--- config.mk ---
export PLATFORM = sky130hd
export DESIGN_NAME = demux_tdm_bus_prm
export DESIGN_NICKNAME = d
export VERILOG_FILES = /design/src/rtl/demux_tdm_bus_prm.sv
export SDC_FILE = /design/constraint.sdc
export NUM_CORES = 1
export LEC_CHECK = 0
export ABC_AREA = 1
export ABC_CLOCK_PERIOD_IN_PS = 1600
export CAP_MARGIN = 20
export CELL_PAD_IN_SITES_DETAIL_PLACEMENT = 1
export CELL_PAD_IN_SITES_GLOBAL_PLACEMENT = 1
export CORE_ASPECT_RATIO = 1.2
export CORE_MARGIN = 5
export CORE_UTILIZATION = 32
export DETAILED_ROUTE_END_ITERATION = 6
export GPL_TIMING_DRIVEN = 1
export PLACE_DENSITY_LB_ADDON = 0.15
export SLEW_MARGIN = 20
export SYNTH_ARGS = -nofsm -noshare
export SYNTH_HDL_FRONTEND = slang
export SYNTH_SLANG_ARGS = --single-unit
--- constraint.sdc ---
create_clock -name clk_i -period 1.6 [get_ports clk_i]
set_input_delay 0.32 -clock clk_i [delete_from_list [all_inputs] [get_ports clk_i]]
set_output_delay 0.32 -clock clk_i [all_outputs]
set_load 0.005 [all_outputs]
--- src/rtl/demux_tdm_bus_prm.sv ---
// Time-division bus demultiplexer: collects 2**SEL_WIDTH serial words framed by sof_i
// into one parallel registered frame, with ready/valid handshakes on both sides.
module demux_tdm_bus_prm #(
    parameter int SEL_WIDTH = 2,
    parameter int DAT_WIDTH = 2
) (
    input  logic                                       clk_i,
    input  logic                                       rst_n_i,
    input  logic [DAT_WIDTH-1:0]                       dat_i,
    input  logic                                       vld_i,
    input  logic                                       sof_i,
    output logic                                       rdy_o,
    output logic [2**SEL_WIDTH-1:0][DAT_WIDTH-1:0]     dat_o,
    output logic                                       vld_o,
    input  logic                                       rdy_i,
    output logic [SEL_WIDTH-1:0]                       sel_o,
    output logic                                       err_o
);

    localparam int N = 2**SEL_WIDTH;
    localparam logic [SEL_WIDTH-1:0] LAST_IDX = SEL_WIDTH'(N - 1);
    localparam logic [SEL_WIDTH-1:0] ONE_IDX  = SEL_WIDTH'(1);

    typedef enum logic [1:0] {
        IDLE = 2'd0,
        FILL = 2'd1,
        HOLD = 2'd2
    } state_t;

    state_t                                 state_q, state_d;
    logic [SEL_WIDTH-1:0]                   idx_q, idx_d;
    logic [N-1:0][DAT_WIDTH-1:0]            dat_q, dat_d;
    logic                                   vld_q, vld_d;
    logic                                   err_q, err_d;
    logic                                   beat_in;
    logic                                   beat_out;

    // rdy_o is combinational so it drops immediately while reset is held
    assign rdy_o    = rst_n_i && ((state_q == IDLE) || (state_q == FILL));
    assign beat_in  = vld_i && rdy_o;
    assign beat_out = vld_q && rdy_i;

    always_comb begin
        state_d = state_q;
        idx_d   = idx_q;
        dat_d   = dat_q;
        vld_d   = vld_q;
        err_d   = 1'b0;
        case (state_q)
            IDLE: begin
                if (beat_in) begin
                    if (sof_i) begin
                        dat_d[0] = dat_i;
                        idx_d    = ONE_IDX;
                        state_d  = FILL;
                    end else begin
                        err_d = 1'b1;
                    end
                end
            end
            FILL: begin
                if (beat_in) begin
                    if (sof_i) begin
                        // resync: restart the frame at lane 0, flag the lost partial frame
                        dat_d[0] = dat_i;
                        idx_d    = ONE_IDX;
                        err_d    = 1'b1;
                    end else begin
                        dat_d[idx_q] = dat_i;
                        if (idx_q == LAST_IDX) begin
                            idx_d   = '0;
                            vld_d   = 1'b1;
                            state_d = HOLD;
                        end else begin
                            idx_d = idx_q + ONE_IDX;
                        end
                    end
                end
            end
            HOLD: begin
                if (beat_out) begin
                    vld_d   = 1'b0;
                    state_d = IDLE;
                end
            end
            default: begin
                state_d = IDLE;
                idx_d   = '0;
                vld_d   = 1'b0;
            end
        endcase
    end

    always_ff @(posedge clk_i) begin
        if (!rst_n_i) begin
            state_q <= IDLE;
            idx_q   <= '0;
            dat_q   <= '0;
            vld_q   <= 1'b0;
            err_q   <= 1'b0;
        end else begin
            state_q <= state_d;
            idx_q   <= idx_d;
            dat_q   <= dat_d;
            vld_q   <= vld_d;
            err_q   <= err_d;
        end
    end

    assign dat_o = dat_q;
    assign vld_o = vld_q;
    assign sel_o = idx_q;
    assign err_o = err_q;

endmodule

==> flow_summary.ini <==
[yosys]
ys_seq_area_share_pct = 36.1
synth_edf_count = 0
synth_nets = 119
syn_area_per_cell_sq_um = 7.32
ys_ff_latch = 14
yosys_warnings = 0
ys_types = 21
ys.flop_type = dfxtp_1
netlist_area_sq_um = 776
async_reset_ff_share_pct = 0
netlist.area_leader.share_pct = 36.1
netlist.top_cell.by_area = dfxtp_1
synth_area_leaders = dfxtp_1, nand2_1, ha_1, nor2_1, nand3_1
syn_inst = 106

[critical_path]
critPathSlowestCell = clkdlybuf4s50_1
cp_max_fo = 2
cpPeakStageDelay_ns = 0.48
crit_chain = clkdlybuf4s50_1 > inv_1 > nor2_1 > dlygate4sd2_1
crit_path_end_kind = output port
crit_type = in2out
startpoint_type = input pin
crit_required_ns = 1.28
worstPathArrival_ns = 1.20

[final_layout]
final_common_cell = nand2_1
n_fill_cell = 306
layout-drive-gt1-share_pct = 14.8
nets = 149
antenna_cells = 0
areaGrowthSynthToFinish_pct = 39.7
seq_area_sq_um = 283
final_cell_mix = nand2_1, clkdlybuf4s50_1, nor2_1
final_core_util_pct = 47.0
design_area_sq_mm = 0.00108
multi_input_area_sq_um = 433

[grt]
grt_use_met1_pct = 13.3
use_met3_pct = 2.79
grt_max_degree = 10
grt_overflow_total = 0
grt_busiest_layer = met2
first_global_vias = 809
use_met2_pct = 23.8
antenna_found_initial = 0
grt_pass1_wl_microns = 3410
grtUsageTotal_pct = 13.1

[sta]
rsz0062_at_grt = false
period_needed_ns = 1.52
fin_skew_ns = 0.00643
tightest_slew_ns = 0.252
finalHoldViolations = 0
max_clock_freq_ghz = 0.660
post-route-period-util_pct = 94.7
setup_viol = 0
maxSlewViolCount = 0
final.setup.tns_ns = 0
max_slew_margin_pct = 83.1
layout_setup_ws_ns = 0.0843

[drt]
ant_nets = 0
wl_per_cell_microns = 12.3
dr.pass1.iters = 3
post-route-drc-count = 0
vias_per_cell = 4.70
num_vias = 781
wl_microns = 2050
drt-initial-drc-count = 2

[placed_design]
dpl_worst_slack_ns = -0.187
routabilityCongestion = 0.767
post-dp-hpwl_microns = 1670
port_buffers = 19
dpl_cell_area_sq_mm = 0.00105

[clocking]
cts_buffers = 3
cts_setup_buffers = 0
htree_levels = 1
cts_tree = built
clock-root-buffer = clkbuf_4
numClockSinks = 14
clk_pin_slew_worst_paths_ns = 0.09
cts_buffer_depth = 2
postCtsHoldBufs = 0
cts_resized = 1
insertion_delay_ns = 0.28

[power_and_ir_drop]
power_density_mw_per_mm2 = 1070
ir_worst_vdd_uv = 527
p_leak_nw = 0.445

[floorplanning]
die_area_sq_mm = 0.00351
core_sq_mm = 0.00231
die_y_microns = 63.9
die_x_microns = 54.9
rows = 19
start_util_pct = 33.6
pin_count = 20

[run]
drv_cap = 0

[hold_path]
hold_class = reg2reg

[status]
run_status = complete, no violations
cell usage after synthesis (all sizes together), types with 2 or more instances:
cell and instances:
nor2 19, inv 11, ha 6, dfxtp 14
buf 2, nand2 23, nand3 11, a21oi 9
o21ai 5
registers in the layout (all words and copies together), names as in the netlist:
| register | count |
|---|---|
| dat_o | 8 |
| err_o | 1 |
| sel_o | 2 |
| state_q | 2 |
| vld_o | 1 |
worst max-delay path, delay by kind of cell:
kind,cells,cell delay [ns]
buffers and inverters,3,0.78
AND/OR/NAND/NOR,1,0.09
worst paths after layout:
check	from	end	slack, ns	cells after the start
setup / recovery	rst_n_i	rdy_o	0.08	4
hold / removal	dat_o[5]	dat_o[5]	0.47	2
setup reg to reg	state_q[0]	dat_o[7]	0.17	9
hold reg to reg	dat_o[5]	dat_o[5]	0.47	2
final cells by class:
cell class,instances,share of cell area (%)
clock buffer,4,3.35
timing repair buffer,27,23.0
multi-input combinational,79,40.0
tap,31,3.58
sequential,14,26.1
inverter,11,4.04
metal layers:
metal,share of wire [%],vias up
li1,-,400
met1,38,363
met5,0,-
met3,4.9,4
met4,1.5,0
met2,56,14
cell families after synthesis:
group / synth area share [%]
adder cells (fa/ha/maj): 9.68
AO/OA/AOI/OAI: 11.0
AND/OR/NAND/NOR: 35.2
flip-flops: 36.1
buffers and inverters: 8.06
power by group:
group / internal, W / leakage, nW / switching (W) / total (W)
logic: 0.000218 / 0.310 / 0.000245 / 0.000464
registers: 0.000398 / 0.115 / 0.0000431 / 0.000441
clock network: 0.000138 / 0.0210 / 0.000117 / 0.000255
total: 0.000755 / 0.445 / 0.000405 / 0.00116
metrics by stage:
stage	hold slack, ns	std cells	power, W
after floorplan	0.456	106	0.000734
after global placement	0.448	162	0.000910
after detailed placement	0.453	162	0.000921
after CTS	0.467	166	0.00118
after global routing	0.495	166	0.00125
final	0.465	166	0.00116
Note: power is estimated with default switching activity, not from simulation.
